==> src/rtl/seg7_mux_driver.sv <==
// rtl/seg7_mux_driver.sv - two-digit time-multiplexed 7-segment driver with inter-digit blanking
// Optional feature macro: SEG7_LEADING_ZERO_BLANK_EN (blank a zero tens digit)
module seg7_mux_driver #(
   parameter int DIGIT_TIME = 4,
   parameter int BLANK_TIME = 1
) (
   input  logic       clk_1khz,
   input  logic       rst_ni,
   input  logic [3:0] tens_i,
   input  logic [3:0] ones_i,
   output logic [6:0] seg_o,
   output logic [1:0] digit_en_o,
   output logic       frame_o
);

   localparam int MAX_TIME = (DIGIT_TIME > BLANK_TIME) ? DIGIT_TIME : BLANK_TIME;
   localparam int TW       = (MAX_TIME < 2) ? 1 : $clog2(MAX_TIME + 1);

   localparam logic [TW-1:0] DIGIT_LAST = TW'(DIGIT_TIME - 1);
   localparam logic [TW-1:0] BLANK_LAST = TW'((BLANK_TIME > 0) ? (BLANK_TIME - 1) : 0);
   localparam logic          SKIP_BLANK = (BLANK_TIME == 0);

   typedef enum logic [1:0] {
      TENS_ON    = 2'd0,
      TENS_BLANK = 2'd1,
      ONES_ON    = 2'd2,
      ONES_BLANK = 2'd3
   } state_t;

   state_t        state_q;
   state_t        state_d;
   logic [TW-1:0] timer_q;
   logic [TW-1:0] timer_d;
   logic [3:0]    tens_q;
   logic [3:0]    tens_d;
   logic [3:0]    ones_q;
   logic [3:0]    ones_d;
   logic          boot_q;
   logic          enter_tens;
   logic [6:0]    seg_d;
   logic [1:0]    en_d;
   logic          frame_d;

   function automatic logic [6:0] decode(input logic [3:0] code);
      logic [6:0] pattern;
      case (code)
         4'd0:    pattern = 7'h3F;
         4'd1:    pattern = 7'h06;
         4'd2:    pattern = 7'h5B;
         4'd3:    pattern = 7'h4F;
         4'd4:    pattern = 7'h66;
         4'd5:    pattern = 7'h6D;
         4'd6:    pattern = 7'h7D;
         4'd7:    pattern = 7'h07;
         4'd8:    pattern = 7'h7F;
         4'd9:    pattern = 7'h6F;
         4'd10:   pattern = 7'h00;
         4'd11:   pattern = 7'h73;
         default: pattern = 7'h40;
      endcase
      return pattern;
   endfunction

   function automatic logic [6:0] tens_pattern(input logic [3:0] code);
`ifdef SEG7_LEADING_ZERO_BLANK_EN
      return (code == 4'd0) ? 7'h00 : decode(code);
`else
      return decode(code);
`endif
   endfunction

   // boot_q lets the reset-state ONES_BLANK exit after one cycle whatever BLANK_TIME is.
   always_comb begin
      state_d = state_q;
      unique case (state_q)
         TENS_ON: begin
            if (timer_q == DIGIT_LAST) state_d = SKIP_BLANK ? ONES_ON : TENS_BLANK;
         end
         TENS_BLANK: begin
            if (timer_q == BLANK_LAST) state_d = ONES_ON;
         end
         ONES_ON: begin
            if (timer_q == DIGIT_LAST) state_d = SKIP_BLANK ? TENS_ON : ONES_BLANK;
         end
         ONES_BLANK: begin
            if (boot_q || SKIP_BLANK || (timer_q == BLANK_LAST)) state_d = TENS_ON;
         end
         default: state_d = ONES_BLANK;
      endcase

      enter_tens = (state_d == TENS_ON) && (state_q != TENS_ON);
      timer_d    = (state_d != state_q) ? '0 : timer_q + TW'(1);
      tens_d     = enter_tens ? tens_i : tens_q;
      ones_d     = enter_tens ? ones_i : ones_q;

      // Outputs are computed from the next state so they change on the same edge.
      seg_d   = 7'h00;
      en_d    = 2'b00;
      frame_d = enter_tens;
      case (state_d)
         TENS_ON: begin
            en_d  = 2'b10;
            seg_d = tens_pattern(tens_d);
         end
         ONES_ON: begin
            en_d  = 2'b01;
            seg_d = decode(ones_d);
         end
         default: begin
            en_d  = 2'b00;
            seg_d = 7'h00;
         end
      endcase
   end

   always_ff @(posedge clk_1khz) begin
      if (!rst_ni) begin
         state_q    <= ONES_BLANK;
         timer_q    <= '0;
         boot_q     <= 1'b1;
         tens_q     <= 4'd10;
         ones_q     <= 4'd10;
         seg_o      <= 7'h00;
         digit_en_o <= 2'b00;
         frame_o    <= 1'b0;
      end else begin
         state_q    <= state_d;
         timer_q    <= timer_d;
         boot_q     <= 1'b0;
         tens_q     <= tens_d;
         ones_q     <= ones_d;
         seg_o      <= seg_d;
         digit_en_o <= en_d;
         frame_o    <= frame_d;
      end
   end

endmodule

==> config.mk <==
export PLATFORM = sky130hd
export DESIGN_NAME = seg7_mux_driver
export DESIGN_NICKNAME = d
export VERILOG_FILES = /design/src/rtl/seg7_mux_driver.sv
export SDC_FILE = /design/constraint.sdc
export NUM_CORES = 1
export LEC_CHECK = 0
export BUFFER_PORTS_ARGS = -buffer_cell sky130_fd_sc_hd__buf_2
export CAP_MARGIN = 20
export CORE_ASPECT_RATIO = 1.5
export CORE_MARGIN = 1
export CORE_UTILIZATION = 50
export DETAILED_ROUTE_END_ITERATION = 10
export PLACE_DENSITY = 0.78
export SYNTH_ARGS = -nofsm -noshare
export SYNTH_HDL_FRONTEND = slang
export SYNTH_SLANG_ARGS = --single-unit
==> constraint.sdc <==
create_clock -name clk_1khz -period 2.4 [get_ports clk_1khz]
set_input_delay 0.24 -clock clk_1khz [delete_from_list [all_inputs] [get_ports clk_1khz]]
set_output_delay 0.24 -clock clk_1khz [all_outputs]
set_load 0.005 [all_outputs]
Yosys cells after proc, flatten, opt, wreduce, memory -nomap -nowiden
Memories as Yosys holds them, arrays and structs flattened.
Cells that the tools add are included.
Widths: inputs -> output; s select.
- latch bits: 0
- register bits after elaboration: 24
- output and inout bits: 10
- memories kept: 2
- bits in writable memories: 0
- memory bits (read-only): 224
- $lt $le $gt $ge: 0
- shifts and indexed selects: 0
- divide/modulo/power cells: 0
- reduce and logical (&&, ||, !) cells: 7
- $mul: 0
- add/sub/neg operators: 1
- equality and inequality tests: 6
- bitwise gates (word level): 1
- muxes and demuxes: 10
- memory list (name ; depth ; bits a word ; rd ports ; clocked after memory_dff ; wr ports ; line ; source):
    (name not given) ; 16 ; 7 ; 1 ; 0 ; 0 ; 46 ; case (code)
    (name not given) ; 16 ; 7 ; 1 ; 0 ; 0 ; 46 ;
- operators with widths (cell ; count):
    $pmux 7 s2 ; 1
    $mux 2 ; 4
    $mux 4 ; 2
    $pmux 2 s4 ; 1
    $eq 2x2->1 const B ; 3
    $logic_not 2->1 ; 2
    $pmux 2 s2 ; 1
    $add 3x1->3 const B ; 1
    $eq 3x2->1 const B ; 1
    $logic_not 3->1 ; 1
    $eq 2x1->1 const B ; 1
    $ne 2x2->1 ; 1
    $reduce_bool 2->1 ; 1
    $reduce_or 2->1 ; 1
    $logic_and 1x1->1 ; 1
    $logic_or 1x1->1 ; 1
    $mux 1 ; 1
    $not 1->1 ; 1

Logic depth before layout (Yosys ltp)
Gate-level depths: netlist of the first run.
An unclocked memory read counts as a cell.
- depth after elaboration: 9
- depth in mapped cells: 12
- depth with buffers taken out: 11

Worst setup path after synthesis of the first run
OpenSTA, ideal clock, no wires.
- kind: reg2reg
- start point: register timer_q[0]
- end point: register seg_o[4]
- arrival time: 2.398 ns
- period minus slack after synthesis: 2.513 ns
- library setup time: 0.115 ns
- required time: 2.285 ns
- path slack: -0.113 ns
- cell stages (with the launch flop): 11
- cell sequence: dfxtp_1 > inv_1 > ha_1 > nor2b_4 > o211ai_4 > mux2i_1 > inv_1 > ha_1 > a221oi_1 > a211oi_1 > o21a_1
- cells in the longest elaborated chain, start to end: 9
- ends and longest elaborated chain (element ; line ; source):
    from (decl) ; 32 ; logic [TW-1:0] timer_q;
    from (signal assigned) ; 128 ; timer_q <= timer_d;
    $logic_not 3->1 ; 80, 86 ;
    $logic_or 1x1->1 ; 86 ; if (boot_q || SKIP_BLANK || (timer_q == BLANK_LAST)) state_d = TENS_ON;
    $mux 2 ; 86 ;
    $pmux 2 s4 (*) ; 75 ; unique case (state_q)
    $logic_not 2->1 (*) ; 91 ; enter_tens = (state_d == TENS_ON) && (state_q != TENS_ON);
    $logic_and 1x1->1 (*) ; 91 ;
    $mux 4 (*) ; 94 ; ones_d = enter_tens ? ones_i : ones_q;
    net ones_d[1] ; 37 ; logic [3:0] ones_d;
    $mem_v2 16x7 (*) ; - ;
    $pmux 7 s2 (*) ; 100 ; case (state_d)
    to (signal assigned) ; 132 ; seg_o <= seg_d;
    to (decl) ; 11 ; output logic [6:0] seg_o,
The timed path passes the listed nets; every way through them passes the cells marked *.
A chain may end at the register's enable or synchronous reset.

Worst setup path after layout of the first run
- start point: register timer_q[0]
- end point: register seg_o[4]
- cells in the longest elaborated chain, start to end: 9
- ends and longest elaborated chain (element ; line):
    $logic_not 3->1 ; 80, 86
    $logic_or 1x1->1 ; 86
    $mux 2 ; 86
    $pmux 2 s4 (*) ; 75
    $logic_not 2->1 ; 91, 100
    $logic_and 1x1->1 ; 91
    $mux 4 (on tied branches) ; 94, 93
    $mem_v2 16x7 ; -
    $pmux 7 s2 (*) ; 100
Every way passes the cells marked *; elsewhere a longest branch is shown, timed or not.

==> results of run 1 <==
[power by group through the flow]
| stage | sequential (mW) | clock [mW] | combinational [mW] |
|---|---|---|---|
| 2_1_floorplan | 0.477 | 0 | 0.310 |
| 3_3_place_gp | 0.477 | 0 | 0.441 |
| 3_5_place_dp | 0.480 | 0 | 0.458 |
| 4_1_cts | 0.471 | 0.356 | 0.494 |
| 5_1_grt | 0.478 | 0.373 | 0.574 |
| 6_report | 0.474 | 0.354 | 0.530 |
[worst max-delay path: cells and delay by family (launching register included)]
kind,cells,cell delay [ns]
AND/OR/NAND/NOR,1,0.14
adder cells (fa/ha/maj),2,0.37
multiplexers,1,0.31
AO/OA/AOI/OAI,4,0.75
flip-flops,1,0.34
buffers and inverters,3,0.31
[area by class of cell]
| class | count | share of cell area [%] |
|---|---|---|
| Sequential cell | 24 | 27.32 |
| Clock inverter | 1 | 1.699 |
| Inverter | 17 | 3.609 |
| Timing Repair Buffer | 31 | 11.61 |
| Multi-Input combinational cell | 102 | 50.81 |
| Clock buffer | 3 | 2.335 |
| Tap cell | 37 | 2.619 |
[synthesized netlist by cell type (2+ instances only)]
| cell | number | area share, % |
|---|---|---|
| dfxtp_1 | 24 | 35 |
| inv_1 | 17 | 4.6 |
| nor2_1 | 16 | 4.4 |
| ha_1 | 14 | 13 |
| mux2i_1 | 11 | 8.0 |
| a21oi_1 | 7 | 2.5 |
| nand2_1 | 7 | 1.9 |
| mux2_2 | 6 | 4.9 |
| a2bb2oi_1 | 4 | 2.5 |
| o21ai_0 | 4 | 1.5 |
| o22ai_1 | 4 | 1.8 |
| a211oi_1 | 3 | 1.6 |
| a221oi_1 | 2 | 1.3 |
| a31oi_1 | 2 | 0.91 |
| mux2i_2 | 2 | 2.0 |
| nand2b_1 | 2 | 0.91 |
| nor3_1 | 2 | 0.73 |
| o21a_1 | 2 | 1.1 |
[worst max path at each step]
stage | to | cells after the start
global route | seg_o[4] | 12
floorplan | seg_o[4] | 11
finish | seg_o[4] | 11
detailed placement | seg_o[4] | 10
global placement | seg_o[4] | 10
CTS | seg_o[4] | 11
[what timing repair did]
item                       in CTS  in global routing
setup endpoints to repair       4                  6
pin swaps                       1                  4
buffers inserted                2                  0
resized for setup               7                 16
[layout by cell type (no fill, tap or decap), drive strengths merged, types with 4 or more instances in the layout]
cell type	n
o22ai	4
mux2i	13
a21oi	7
inv	17
mux2	7
dfxtp	24
o21ai	5
nor2	16
buf	31
ha	14
nand2	7
a2bb2oi	4
[registers in the layout, indices dropped and copies added, names as in the netlist]
register / flops
frame_o: 1
boot_q: 1
digit_en_o: 2
seg_o: 7
timer_q: 3
ones_q: 4
state_q: 2
tens_q: 4
[kinds of logic (layout without fill, tap and decap cells)]
kind of cell,count (synthesis),count (layout),share of synthesized area (%)
AOI/OAI and AO/OA,37,37,19.60
and+or+nand+nor,31,31,10.25
DFF,24,24,34.85
buffers and inverters,21,52,6.624
muxes,20,20,15.97
adders and majority gates,14,14,12.70
[layer usage]
metal,vias up,GRT usage (%),routed length [µm],part of all wire [%]
li1,579,-,-,-
met1,587,24.79,1209,37
met2,31,45.59,1870,57
met3,6,3.279,112,3.4
met4,0,10.98,74,2.3
met5,-,0,0,0
==> impl_metrics.toml, run 1 <==
[drt]
drc = 0
drt-initial-drc-count = 30
wl_um = 3265
routed_via_density = 5.595
drtAntennaViolNets = 0
num_vias = 1203
wire_per_inst_um = 15.19
dr.pass1.iters = 4

[place]
place_inst = 209
portBuffers = 19
dpl-instance-area_mm2 = 0.001588
pre_cts_ws_ns = -0.1170
dp_hpwl_um = 2489
place_congestion = 0.8365

[yosys]
netlist_area_mm2 = 0.001379
synth_cell_types = 36
async_reset_ff_share_pct = 0
syn_inst = 147
synthesis.nets = 171
ys_ff_latch = 24
synth_ff_type = "dfxtp_1"
yosysSeqAreaShare_pct = 34.85
synth_edf_count = 0
postSynthAreaPerCell_um2 = 9.380
synth_warnings = 0

[setup_path]
r2r_end = "seg_o[4]"
critPathArrivalTime_ns = 2.49
worstPathMaxFanout = 6
r2r_setup_slack_ns = 0.08
crit_path_max_incr_delay_ns = 0.34
crit_chain = "inv_1, ha_1, nor2b_4, o211ai_4, buf_6, buf_12, mux2_4, ha_2, a221oi_2, a211oi_2, o21a_1"
crit_path_start = "timer_q[0]"
worst-setup-path-type = "flip-flop to flip-flop"
worst_r2r_path_depth = 11
r2r-start = "timer_q[0]"
critPathSlowestCell = "dfxtp_2"
start_kind = "flip-flop"
cp-end-kind = "flip-flop"
cp_data_required_time_ns = 2.57

[die]
die_area_mm2 = 0.002976
ios = 20
die_w_um = 44.88
core-area_mm2 = 0.002648
die_h_um = 66.32
start_util_pct = 52.08
rows = 23

[timing]
hold_ws_ns = 0.2452
relSlewSlack_pct = 75.31
fin_tns_setup_ns = 0
worst_pin_slew_ns = 0.3631
skew_ns = 0.001514
hold_violations = 0
post-route-period-util_pct = 96.84
setup_slack_ns = 0.07595
rsz0062_at_grt = "yes"
period_needed_ns = 2.324
slew_violations = 0
fmax_mhz = 430.3
setup-violations-final = 0

[pwr]
p_clk_share_pct = 26.1
leakage_nw = 0.8291
p_switching_mw = 0.4289
p_int_mw = 0.9286
p_comb_share_pct = 39.0
p_per_area_mw_per_mm2 = 767.8
ir_drop_mv = 0.5196
power_mw = 1.357
p_sw_share_pct = 31.59
p_seq_share_pct = 34.9

[grt]
grtUsageTotal_pct = 24.06
overflow = 0
grt_pass1_wl_um = 5181
antenna_found_initial = 0
grt_max_degree = 15
grt_pass1_vias = 1155

[min_path]
worstHoldStart = "rst_ni"
worst_hold_path.endpoint = "tens_q[3]"
hp-class = "primary input to flip-flop"
whs_path_depth = 2

[cells_and_area]
drive_above_1_share_pct = 34.27
seqCellArea_um2 = 483.0
fin_util_pct = 66.78
instances_no_fill = 215
nets = 203
fin_area_mm2 = 0.001768
fillCellCount = 224
antenna_cells = 0
area_growth_pct = 28.22
multi_input_area_um2 = 898.4

[clock_network]
clkTransAtPathRegs_ns = 0.08
cts_tree = "done"
clock_sinks = 24
htreeDepth = 1
clock_latency_ns = 0.27
cts-root-buf = "clkbuf_8"
ctsHoldBuffers = 0
clk_path_buf_depth = 2
numCtsBuffers = 3

[status]
status = "complete, no violations"

[run]
cap_violations = 0
Power figures use the tool's default switching activity.
==> run 2, diff against run 1 <==
--- a/config.mk
+++ b/config.mk
@@ -7,11 +7,11 @@
 export LEC_CHECK = 0
 export BUFFER_PORTS_ARGS = -buffer_cell sky130_fd_sc_hd__buf_2
 export CAP_MARGIN = 20
-export CORE_ASPECT_RATIO = 1.5
 export CORE_MARGIN = 1
 export CORE_UTILIZATION = 50
 export DETAILED_ROUTE_END_ITERATION = 10
 export PLACE_DENSITY = 0.78
+export SLEW_MARGIN = 30
 export SYNTH_ARGS = -nofsm -noshare
 export SYNTH_HDL_FRONTEND = slang
 export SYNTH_SLANG_ARGS = --single-unit
==> run 2 against run 1 <==
Net effect: register-to-register slack barely moved; worst hold slack got worse by 0.038 ns; combinational power fell by 2%; critical endpoint unchanged; critical path depth did not move; maximum frequency barely moved; flip-flop and latch count did not move; largest cell class unchanged; clock skew rose by 0.0024 ns; die area fell by 0.13%; total power fell by 15%; count of clock-buffer cells in the layout did not move; final cell count fell by 1.9%.
==> impl_metrics.toml, run 2 (same netlist as run 1, synthesis figures left out) <==
[clock_network]
numCtsBuffers = 3
clkTransAtPathRegs_ns = 0.12
cts_tree = "done"
clock_sinks = 24
cts-root-buf = "clkbuf_4"
clk_path_buf_depth = 2
htreeDepth = 1
ctsHoldBuffers = 0
clock_latency_ns = 0.30

[drt]
wire_per_inst_um = 15.20
routed_via_density = 5.645
drt-initial-drc-count = 26
wl_um = 3207
drtAntennaViolNets = 0
num_vias = 1191
drc = 0
dr.pass1.iters = 4

[die]
core-area_mm2 = 0.002545
start_util_pct = 54.18
rows = 18
die_h_um = 54.52
die_area_mm2 = 0.002972
ios = 20
die_w_um = 54.52

[timing]
setup-violations-final = 0
period_needed_ns = 2.325
setup_slack_ns = 0.07463
fmax_mhz = 430.0
worst_pin_slew_ns = 0.3957
post-route-period-util_pct = 96.89
slew_violations = 0
relSlewSlack_pct = 73.34
hold_violations = 0
skew_ns = 0.003865
rsz0062_at_grt = "no"

[grt]
grtUsageTotal_pct = 21.79
grt_max_degree = 14
antenna_found_initial = 0
grt_pass1_wl_um = 4629
overflow = 0
grt_pass1_vias = 1043

[pwr]
p_comb_share_pct = 44.7
p_per_area_mw_per_mm2 = 678.6
p_int_mw = 0.7633
p_seq_share_pct = 40.8
ir_drop_mv = 0.4308
leakage_nw = 0.8168
p_sw_share_pct = 34.00
p_switching_mw = 0.3931
p_clk_share_pct = 14.5

[run]
cap_violations = 0

[place]
pre_cts_ws_ns = -0.02286
portBuffers = 19
place_congestion = 0.8539
dp_hpwl_um = 2379
dpl-instance-area_mm2 = 0.001589

[setup_path]
worst-setup-path-type = "flip-flop to flip-flop"
cp_data_required_time_ns = 2.60
cp-end-kind = "flip-flop"
critPathArrivalTime_ns = 2.53
worstPathMaxFanout = 8
start_kind = "flip-flop"

[cells_and_area]
drive_above_1_share_pct = 32.60
regMostFlops = "seg_o"
largest_reg_flops = 7
fin_area_mm2 = 0.001704
final_common_cell = "dfxtp_1"
nets = 207
multi_input_area_um2 = 859.6
area_growth_pct = 23.59
layout_common_cells = "dfxtp_1, buf_2, inv_1, nor2_1"
top_regs = "seg_o (7), ones_q (4), tens_q (4)"
fillCellCount = 206
antenna_cells = 0
seqCellArea_um2 = 481.7

[status]
status = "complete, no violations"

[min_path]
hp-class = "primary input to flip-flop"
## run 2: changes by cell type in the layout (fill, tap and decap cells not counted), sizes merged
cell,change
buf,+4
bufinv,-1
## run 2: path summary, 6_finish.rpt
path / end / start / slack, ns / cells past startpoint
worst max-delay path: seg_o[4] / timer_q[0] / 0.07 / 11
worst min-delay path: ones_q[3] / rst_ni / 0.21 / 2
worst max register to register: seg_o[4] / timer_q[0] / 0.07 / 11
worst min register to register: timer_q[0] / timer_q[0] / 0.51 / 2
## run 2: critical path, stage by stage (launching register included)
cell	delay, ns
dfxtp_2	0.35
inv_1	0.04
ha_1	0.19
nor2b_4	0.14
o211ai_4	0.17
buf_12	0.16
mux2i_2	0.24
inv_2	0.09
ha_1	0.24
a221oi_2	0.30
a211oi_2	0.13
o21a_1	0.18
## run 2: power groups by stage
stage	clock network (mW)	registers [mW]	logic, mW
floorplan	0	0.477	0.310
global placement	0	0.477	0.446
detailed placement	0	0.479	0.456
CTS	0.172	0.470	0.475
global route	0.193	0.478	0.567
finish	0.168	0.472	0.517
## run 2: routing by layer
layer,up-vias,part of all wire [%],GRT usage [%]
li1,584,-,-
met1,566,44,29.12
met2,37,50,36.79
met3,4,5.1,2.778
met4,0,0.90,5.128
met5,-,0,0
## run 2: repair_timing
action	in CTS	in global routing
pin swaps	1	6
hold endpoints to repair	0	0
gates resized for setup	2	11
setup buffers	1	2
endpoints found under the setup margin	3	6
## run 2: area by class of cell
| cell class | instances | share of cell area, % |
|---|---|---|
| inverters | 17 | 3.745 |
| clock buffers | 3 | 1.322 |
| multi-input cells | 102 | 50.44 |
| flip-flops and latches | 24 | 28.27 |
| repair buffers | 35 | 14.02 |
| well taps | 30 | 2.203 |
## run 2: metrics by stage
stage               cells  hold WS (ns)  setup TNS (ns)  utilization (%)  power [mW]
finish                211        0.2071               0            66.96       1.156
global route          211        0.1992               0            66.96       1.238
CTS                   209        0.2028               0            64.45       1.117
detailed placement    205        0.5096        -0.02286            62.44      0.9347
global placement      205        0.4954               0            62.44      0.9226
floorplan             147        0.4173        -0.07090                -      0.7868
==> run 3, diff against run 2 <==
--- a/config.mk
+++ b/config.mk
@@ -5,12 +5,13 @@
 export SDC_FILE = /design/constraint.sdc
 export NUM_CORES = 1
 export LEC_CHECK = 0
-export BUFFER_PORTS_ARGS = -buffer_cell sky130_fd_sc_hd__buf_2
+export BUFFER_PORTS_ARGS = -buffer_cell sky130_fd_sc_hd__buf_4
 export CAP_MARGIN = 20
 export CORE_MARGIN = 1
 export CORE_UTILIZATION = 50
 export DETAILED_ROUTE_END_ITERATION = 10
 export PLACE_DENSITY = 0.78
+export SKIP_CTS_REPAIR_TIMING = 1
 export SLEW_MARGIN = 30
 export SYNTH_ARGS = -nofsm -noshare
 export SYNTH_HDL_FRONTEND = slang
==> run 3 against run 2 <==
Net effect: via count increased by 5.0%; combinational power rose by 5.4%; maximum frequency fell by 1.1%; first-iteration DRC count grew 100%; register-to-register slack worse by 0.03 ns; non-clock buffer count is the same; final cell count grew 0.47%; total power grew 14%; clock skew up 0.0081 ns; sequential power about the same; largest power group unchanged; critical path depth shrank 1.
==> impl_metrics.toml, run 3 (same netlist as run 1, synthesis figures left out) <==
[setup_path]
start_kind = "flip-flop"
cp_data_required_time_ns = 2.63
worst-setup-path-type = "flip-flop to flip-flop"
cp-end-kind = "flip-flop"
r2r_end = "seg_o[4]"
r2r-start = "timer_q[0]"
worstPathMaxFanout = 7
crit_path_max_incr_delay_ns = 0.36
crit_path_start = "timer_q[0]"
critPathArrivalTime_ns = 2.58
critPathSlowestCell = "mux2_4"
endpoint = "seg_o[4]"
worst_r2r_path_depth = 10
r2r_setup_slack_ns = 0.05
crit_chain = "inv_1, ha_1, nor2b_4, o211ai_4, buf_6, buf_4, mux2_4, a221oi_2, a211oi_2, o21a_1"

[timing]
worst_pin_slew_ns = 0.3909
setup-violations-final = 0
rsz0062_at_grt = "yes"
fmax_mhz = 425.4
post-route-period-util_pct = 97.94
setup_slack_ns = 0.04940
relSlewSlack_pct = 73.42
skew_ns = 0.01193
slew_violations = 0
period_needed_ns = 2.351
hold_ws_ns = 0.1460
hold_violations = 0

[clock_network]
htreeDepth = 1
numCtsBuffers = 3
clock_latency_ns = 0.32
clkTransAtPathRegs_ns = 0.15
cts-root-buf = "clkbuf_4"
cts_tree = "done"
clock_sinks = 24
clk_path_buf_depth = 2

[grt]
grt.met3_usage_pct = 3.611
grt_pass1_vias = 1098
met1_usage_pct = 27.93
grtUsageTotal_pct = 22.86
overflow = 0
grt_pass1_wl_um = 4754
met2_usage_pct = 39.43
grt_max_degree = 15
antenna_found_initial = 0
busiest_layer = "met2"

[pwr]
p_per_area_mw_per_mm2 = 736.7
ir_drop_mv = 0.4835
leakage_nw = 0.8407

[place]
dpl-instance-area_mm2 = 0.001629
portBuffers = 19
pre_cts_ws_ns = 0.02135
place_congestion = 0.8526
place_inst = 204
dp_hpwl_um = 2375

[cells_and_area]
fin_util_pct = 70.21
final_common_cell = "buf_4"
fin_area_mm2 = 0.001787
regMostFlops = "seg_o"
largest_reg_flops = 7
drive_above_1_share_pct = 34.62
layout_common_cells = "buf_4, dfxtp_1, inv_1, nor2_1, ha_1"
top_regs = "seg_o (7), ones_q (4), tens_q (4)"
instances_no_fill = 212
antenna_cells = 0
nets = 207
fillCellCount = 191
area_growth_pct = 29.58

[drt]
drt-initial-drc-count = 53
routed_via_density = 5.901
dr.pass1.iters = 4
drtAntennaViolNets = 0
num_vias = 1251
wire_per_inst_um = 15.67
drc = 0
wl_um = 3321

[die]
die_area_mm2 = 0.002972
rows = 18
core-area_mm2 = 0.002545
start_util_pct = 54.18
die_h_um = 54.52
ios = 20
die_w_um = 54.52

[status]
status = "complete, no violations"

[min_path]
hp-class = "primary input to flip-flop"
worstHoldStart = "rst_ni"

[run]
cap_violations = 0
-- run 3: final cells by class --
type	count	area, µm²	area share [%]
flip-flops and latches	24	483.0	27.03
well taps	30	37.54	2.101
multi-input cells	102	879.6	49.23
clock buffers	3	22.52	1.261
clock inverters	1	30.03	1.681
inverters	17	63.81	3.571
repair buffers	35	270.3	15.13
-- run 3: report_power, final --
group	total (mW)	switching [mW]	internal, mW
sequential	0.473	0.0264	0.447
clock	0.298	0.129	0.169
combinational	0.545	0.268	0.277
total	1.32	0.423	0.893
-- run 3: how the worst min path moves through the flow --
stage	to	slack, ns	cells after the start
floorplan	timer_q[0]	0.42	1
global placement	state_q[1]	0.49	2
detailed placement	state_q[1]	0.49	2
CTS	state_q[1]	0.15	2
global route	state_q[1]	0.14	2
finish	state_q[1]	0.15	2
-- run 3: per-layer routing --
metal | share of wire, % | up-vias
met5 | 0 | -
met4 | 2.6 | 0
met3 | 5.1 | 8
met2 | 50 | 50
met1 | 42 | 605
li1 | - | 588
-- run 3: metrics by stage --
| step | power (mW) | setup TNS, ns |
|---|---|---|
| 6_report | 1.316 | 0 |
| 5_1_grt | 1.385 | -0.08988 |
| 4_1_cts | 1.244 | -0.02464 |
| 3_5_place_dp | 0.9501 | 0 |
| 3_3_place_gp | 0.9373 | 0 |
| 2_1_floorplan | 0.7868 | -0.07090 |
-- run 3: critical path, delay by kind of cell, from the launching register on --
family | cells | cell delay, ns
adder cells (fa/ha/maj) | 1 | 0.18
multiplexers | 1 | 0.36
flip-flops | 1 | 0.35
AND/OR/NAND/NOR | 1 | 0.14
AO/OA/AOI/OAI | 4 | 0.86
buffers and inverters | 3 | 0.35
